## src/rtl/shift_out.sv

```systemverilog
// rtl/shift_out.sv - reassembles four 16-lane quarter results into one 64-lane wavefront word
module shift_out #(
  parameter int WIDTH = 1
) (
  input  logic                  clk,
  input  logic                  rst,
  input  logic [16*WIDTH-1:0]   data_in,
  input  logic                  in_valid,
  input  logic                  in_first,
  output logic [64*WIDTH-1:0]   data_out,
  output logic                  out_valid,
  output logic                  busy,
  output logic [1:0]            quarter_cnt,
  output logic                  seq_err
);

  localparam int QW = 16 * WIDTH;

  typedef enum logic {
    IDLE    = 1'b0,
    COLLECT = 1'b1
  } state_t;

  state_t              state_q;
  logic [48*WIDTH-1:0] staging_q;
  logic [64*WIDTH-1:0] data_out_q;
  logic [1:0]          cnt_q;
  logic                out_valid_q;
  logic                seq_err_q;
  logic                busy_q;

  // Quarter collection FSM: staging, completion, abort and violation flags
  always_ff @(posedge clk or posedge rst) begin
    if (rst) begin
      state_q     <= IDLE;
      staging_q   <= '0;
      data_out_q  <= '0;
      cnt_q       <= 2'd0;
      out_valid_q <= 1'b0;
      seq_err_q   <= 1'b0;
      busy_q      <= 1'b0;
    end else begin
      // Both flags are single-cycle pulses unless re-raised below
      out_valid_q <= 1'b0;
      seq_err_q   <= 1'b0;
      case (state_q)
        IDLE: begin
          if (in_valid) begin
            if (in_first) begin
              staging_q[QW-1:0] <= data_in;
              cnt_q             <= 2'd1;
              busy_q            <= 1'b1;
              state_q           <= COLLECT;
            end else begin
              // Continuation beat with no wavefront open: drop it
              seq_err_q <= 1'b1;
            end
          end
        end
        COLLECT: begin
          if (in_valid) begin
            if (in_first) begin
              // Restart: partial wavefront discarded, this beat is the new quarter 0
              seq_err_q         <= 1'b1;
              staging_q[QW-1:0] <= data_in;
              cnt_q             <= 2'd1;
            end else if (cnt_q == 2'd3) begin
              data_out_q  <= {data_in, staging_q};
              out_valid_q <= 1'b1;
              cnt_q       <= 2'd0;
              busy_q      <= 1'b0;
              state_q     <= IDLE;
            end else begin
              if (cnt_q == 2'd1) begin
                staging_q[2*QW-1:QW] <= data_in;
              end else begin
                staging_q[3*QW-1:2*QW] <= data_in;
              end
              cnt_q <= cnt_q + 2'd1;
            end
          end
        end
        default: begin
          state_q <= IDLE;
        end
      endcase
    end
  end

  assign data_out    = data_out_q;
  assign out_valid   = out_valid_q;
  assign busy        = busy_q;
  assign quarter_cnt = cnt_q;
  assign seq_err     = seq_err_q;

endmodule
```

## config.mk

```make
export PLATFORM = sky130hd
export DESIGN_NAME = shift_out
export DESIGN_NICKNAME = d
export VERILOG_FILES = /design/src/rtl/shift_out.sv
export SDC_FILE = /design/constraint.sdc
export NUM_CORES = 1
export LEC_CHECK = 0
export ABC_AREA = 1
export ABC_CLOCK_PERIOD_IN_PS = 4400
export CORE_MARGIN = 2
export CORE_UTILIZATION = 45
export DETAILED_ROUTE_END_ITERATION = 8
export PLACE_DENSITY = 0.82
export SLEW_MARGIN = 5
export SYNTH_ARGS = -nofsm -noshare
export SYNTH_HDL_FRONTEND = slang
export SYNTH_SLANG_ARGS = --single-unit
```

## constraint.sdc

```tcl
create_clock -name clk -period 4.4 [get_ports clk]
set_input_delay 0.88 -clock clk [delete_from_list [all_inputs] [get_ports clk]]
set_output_delay 0.88 -clock clk [all_outputs]
set_load 0.01 [all_outputs]
```

==> flow_summary.ini, run 1 <==
[run_status]
status = complete, no violations

[worst_setup_path]
worst_setup_path_start_kind = register
path_max_fanout = 41
cp.arrival_ns = 3.08
startpoint = state_q
cp-end-kind = register
path_class = register to register
r2r-start = state_q
cp_data_required_time_ns = 4.78

[die]
rows = 36
die-area_sq_um = 10850
initial_core_util_pct = 46.17
die_h_um = 104.1
io_pins = 89
core_sq_um = 9774
dieWidth_um = 104.1

[timing]
finalCriticalPeriod_ns = 2.702
hold_viol = 0
tightest_slew_ns = 1.082
setup_ws_ns = 1.698
finalMaxSlewViolations = 0
finalSetupViolations = 0
relSlewSlack_pct = 27.68
skew_ns = 0.01091
setup_tns_ns = 0
fin_crit_sh_pct = 61.41
timing.fmax_mhz = 370.1
rsz0062_at_grt = false

[synth]
ys_seq_elements = 118
syn_area_sq_um = 4513
synthFlopType = dfrtp_1
netlist.area_leader.share_pct = 65.43
ys_seq_area_share_pct = 65.43
yosys.area.top_type = dfrtp_1
synth.avg_cell_area_sq_um = 9.363
ys_top_cells_by_area = dfrtp_1, nand2_1, o21ai_1, o21ai_0, nand4_1
ys_warn_count = 0
syn_inst = 482
synth.distinct_cells = 20
synth_edf_count = 0
synth_fp_nets = 505
async_flop_share_pct = 100.0

[power]
irDropWorstVdd_uv = 368.9
powerDensity_nw_per_um2 = 745.3
p_leak_nw = 3.071

[clock_tree]
cts-root-buf = clkbuf_8
post_cts_buffers = 0
clkTransAtPathRegs_ns = 0.05
clock_latency_ns = 0.52
htree_num_levels = 4
cts_tree = done
clkSinkCount = 118
cts_hold_buf = 0
clk_path_buf_depth = 2
cts_buffers = 17
cts_resized = 0

[global_routing]
grt_max_degree = 70
grt_pass1_vias = 3645
antenna_found_initial = 0
grt_pass1_wl_mm = 18.52
grtUsageTotal_pct = 22.13
grt_overflow = 0

[drt]
first_pass_iters = 5
drc_errors = 0
routed_wl_mm = 11.40
vias_per_cell = 5.194
drt_iter0_drc = 326
final_antenna_net_count = 0
routedWlPerCell_um = 16.02
vias = 3698

[cells_and_area]
postLayoutCoreUtil_pct = 62.60
layout-drive-gt1-share_pct = 6.908
nets = 590
diodes = 0
fillers = 765
seq_area_sq_um = 2953
multi_input_area_sq_um = 1360
syn_to_final_growth_pct = 35.57

[place]
portBuffers = 88
dp_worst_setup_slack_ns = 1.256
post-dp-hpwl_mm = 7.063
gp_congestion = 0.8710

[job]
drv_cap = 0

[worst_hold_path]
min_from = staging_q[40]
hold_class = register to register
-- cell families (layout without fill, tap and decap cells) --
logic type	count (synthesis)	after routing	synth area share, %
AO/OA/AOI/OAI	52	52	5.878
adder cells (fa/ha/maj)	3	3	0.8318
buffers and inverters	50	147	4.574
flip-flops	118	118	65.43
AND/OR/NAND/NOR	259	259	23.29
-- critical path, cell delays in order (launching register included) --
cell and delay, ns:
dfrtp_1 0.79, nand2_1 0.30, inv_2 0.16, nand3_2 0.60
buf_4 0.53, nand2_1 0.12, o21ai_1 0.06
-- Yosys cell counts, types with 2 or more instances --
cell / count
o21ai_1: 26
nand3_2: 3
o21ai_0: 22
clkbuf_1: 12
nor2_1: 2
ha_1: 3
dfrtp_1: 118
a21oi_1: 2
nand2_1: 232
buf_2: 12
inv_2: 2
inv_1: 23
nand3_1: 3
nand4_1: 16
-- where the power goes --
part           leakage, nW  internal, mW  switching (mW)  total (mW)
combinational         1.26         0.670           0.608        1.28
sequential            1.50          1.52           0.293        1.81
clock                0.309          1.00           0.471        1.47
-- cells in the final DEF (no fill, tap or decap) --
master,n
nor2_4,1
nand4_1,16
inv_1,22
nor3_4,1
nand3_2,3
bufinv_16,5
clkdlybuf4s50_1,88
o31ai_1,1
a21oi_1,2
inv_4,1
o211ai_1,1
buf_4,2
clkinv_2,3
ha_1,3
o21ai_1,26
nor2_1,2
clkbuf_1,3
buf_12,1
clkinv_4,1
inv_2,2
nor2_2,1
nand2_1,232
o21ai_0,22
clkbuf_8,3
nand3_1,3
dfrtp_1,118
clkbuf_16,16
-- cell type report --
| type | count | share of cell area, % |
|---|---|---|
| Clock buffer | 22 | 7.403 |
| Clock inverter | 9 | 2.843 |
| Inverter | 25 | 1.575 |
| Multi-Input combinational cell | 314 | 22.23 |
| Sequential cell | 118 | 48.26 |
| Tap cell | 133 | 2.720 |
| Timing Repair Buffer | 91 | 14.97 |
-- path summary, 6_finish.rpt --
| kind | end | slack, ns | cells past startpoint |
|---|---|---|---|
| worst min-delay path | data_out[40] | 0.47 | 2 |
| worst max register to register | data_out[48] | 1.70 | 6 |
| min in group asynchronous | data_out[37] | 0.89 | 2 |
| max in group asynchronous | data_out[34] | 2.74 | 3 |
| worst max-delay path | data_out[48] | 1.70 | 6 |
| worst min register to register | data_out[40] | 0.47 | 2 |
-- metrics by stage --
step / area (sq um) / cells / hold slack (ns) / power [mW]
after floorplan: 4513 / 482 / 0.4422 / 2.336
after detailed placement: 5492 / 681 / 0.4588 / 3.069
after global placement: 5492 / 681 / 0.4523 / 3.022
final: 6118 / 712 / 0.4706 / 4.560
after global routing: 6118 / 712 / 0.4958 / 4.795
after CTS: 6118 / 712 / 0.4732 / 4.580
-- state kept, by name (all words and copies together) (netlist names) --
signal and flops:
seq_err 1, state_q 1, data_out 64, staging_q 48, busy 1, quarter_cnt 2
out_valid 1
-- per-layer routing --
layer / part of all wire, % / global-route usage, % / wire length [um] / vias to the layer above
met4: 3.8 / 12.84 / 436 / 0
met2: 48 / 33.36 / 5504 / 169
met3: 5.8 / 5.388 / 656 / 37
li1: - / - / - / 1692
met5: 0 / 0 / 0 / -
met1: 42 / 29.34 / 4805 / 1800
Note: power is estimated with default switching activity, not from simulation.
==> inputs of run 2 (changes only) <==
--- a/config.mk
+++ b/config.mk
@@ -6,11 +6,11 @@
 export NUM_CORES = 1
 export LEC_CHECK = 0
 export ABC_AREA = 1
-export ABC_CLOCK_PERIOD_IN_PS = 4400
+export ABC_CLOCK_PERIOD_IN_PS = 2350
 export CORE_MARGIN = 2
 export CORE_UTILIZATION = 45
 export DETAILED_ROUTE_END_ITERATION = 8
-export PLACE_DENSITY = 0.82
+export PLACE_DENSITY = 0.85
 export SLEW_MARGIN = 5
 export SYNTH_ARGS = -nofsm -noshare
 export SYNTH_HDL_FRONTEND = slang
==> constraint.sdc (replaced) <==
create_clock -name clk -period 2.35 [get_ports clk]
set_input_delay 0.47 -clock clk [delete_from_list [all_inputs] [get_ports clk]]
set_output_delay 0.47 -clock clk [all_outputs]
set_load 0.01 [all_outputs]
==> run 2 against run 1 <==
Compared with the run above: global-route usage rose by 0.12 points; sequential share of layout area fell by 0.32 points; register-to-register slack worse by 1.1 ns; worst hold slack got worse by 0.23 ns.
==> flow_summary.ini, run 2 (same netlist as run 1, synthesis figures left out) <==
[run_status]
status = complete, no violations

[clock_tree]
htree_num_levels = 4
cts-root-buf = clkbuf_8
clkSinkCount = 118
cts_resized = 0
cts_tree = done
post_cts_buffers = 0
cts_buffers = 17
clock_latency_ns = 0.52
clkTransAtPathRegs_ns = 0.06
cts_hold_buf = 0
clk_path_buf_depth = 2

[timing]
relSlewSlack_pct = 57.34
setup_tns_ns = 0
skew_ns = 0.008457
timing.fmax_mhz = 500.4
rsz0062_at_grt = false
finalCriticalPeriod_ns = 1.998
finalMaxSlewViolations = 0
hold_viol = 0
fin_crit_sh_pct = 85.03
finalSetupViolations = 0
tightest_slew_ns = 0.6399

[cells_and_area]
final_common_cell = nand2_1
syn_to_final_growth_pct = 36.48
layout_common_cells = nand2_1, dfrtp_1, clkdlybuf4s50_1
nets = 601
final_cells = 724
diodes = 0
largest_reg_flops = 64
layout-drive-gt1-share_pct = 9.306

[worst_setup_path]
r2r-start = quarter_cnt[0]
cp.arrival_ns = 1.53
r2r_cells = 6
worst_setup_path_start_kind = register
reg2reg_to = staging_q[42]
cp_num_buf_inv = 1
cp_top_family = buffers and inverters
critical-path-max-stage-delay_ns = 0.58
crit_slowest_cell = clkdlybuf4s50_1
ff2ff_setup_slack_ns = 0.60
cp-end-kind = output pin
path_class = register to output pin
path_cells = clkdlybuf4s50_1
path_max_fanout = 5
cp_data_required_time_ns = 1.88

[die]
core_sq_um = 9774
die_h_um = 104.1
initial_core_util_pct = 46.17
die-area_sq_um = 10850
io_pins = 89
rows = 36
dieWidth_um = 104.1

[drt]
final_antenna_net_count = 0
vias = 3682
routedWlPerCell_um = 15.59
routed_wl_mm = 11.29
drt_iter0_drc = 296
drc_errors = 0
vias_per_cell = 5.086
first_pass_iters = 5

[job]
drv_cap = 0

[global_routing]
grt_pass1_wl_mm = 18.82
grtUsageTotal_pct = 22.25
grt_overflow = 0
grt_max_degree = 68
grt_pass1_vias = 3802
antenna_found_initial = 0

[place]
portBuffers = 88
post-dp-hpwl_mm = 7.520
gp_congestion = 0.8627
place_inst = 692

[power]
powerDensity_nw_per_um2 = 1333
irDropWorstVdd_uv = 630.3
design_power_total_mw = 8.214
p_leak_nw = 3.083

[worst_hold_path]
hold_class = input pin to asynchronous set/reset pin
## run 2: cell count changes in the layout (fill, tap and decap cells not counted)
cell / previous run / this run
buf_12: 1 / 3
bufinv_16: 5 / 1
buf_4: 2 / 11
clkinv_2: 3 / 1
inv_4: 1 / 0
clkinv_4: 1 / 5
clkbuf_1: 3 / 0
clkinvlp_4: 0 / 4
inv_6: 0 / 5
clkbuf_8: 3 / 1
## run 2: metrics by stage
stage / hold slack [ns] / cell area [sq um] / utilization, % / setup WS (ns)
final: 0.2362 / 6160 / 63.02 / 0.3517
after global routing: 0.2451 / 6160 / 63.02 / 0.3012
after CTS: 0.2317 / 6160 / 63.02 / 0.3432
after detailed placement: 0.4569 / 5600 / 57.30 / 0.2053
after global placement: 0.4539 / 5600 / 57.30 / 0.3166
after floorplan: 0.4422 / 4517 / - / 0.4386
## run 2: worst max path at each step
stage | startpoint | to | slack [ns] | depth (start not counted)
floorplan | rst | busy | 0.44 | 1
global placement | in_valid | data_out[56] | 0.32 | 7
detailed placement | in_valid | data_out[51] | 0.21 | 7
CTS | quarter_cnt[0] | quarter_cnt[0] | 0.34 | 1
global route | quarter_cnt[0] | quarter_cnt[0] | 0.30 | 1
finish | quarter_cnt[0] | quarter_cnt[0] | 0.35 | 1
## run 2: cell type report
| class | count | area (sq um) |
|---|---|---|
| flip-flops and latches | 118 | 2953 |
| clock buffers | 17 | 414.1 |
| well taps | 133 | 166.4 |
| clock inverters | 15 | 145.1 |
| fillers | 750 | 3615 |
| inverters | 25 | 97.59 |
| repair buffers | 102 | 1023 |
| multi-input cells | 314 | 1360 |
## run 2: layer usage
metal  vias to the layer above  track usage, %  part of all wire (%)
li1                       1718               -                     -
met2                       174           35.29                    48
met4                         0           9.942                   3.4
met1                      1757           28.89                    42
met5                         -               0                     0
met3                        33           5.890                   6.6
## run 2: power by group
part	internal (mW)	total (mW)	switching, mW
Sequential	2.84	3.35	0.517
Combinational	1.29	2.46	1.17
Clock	1.42	2.40	0.976
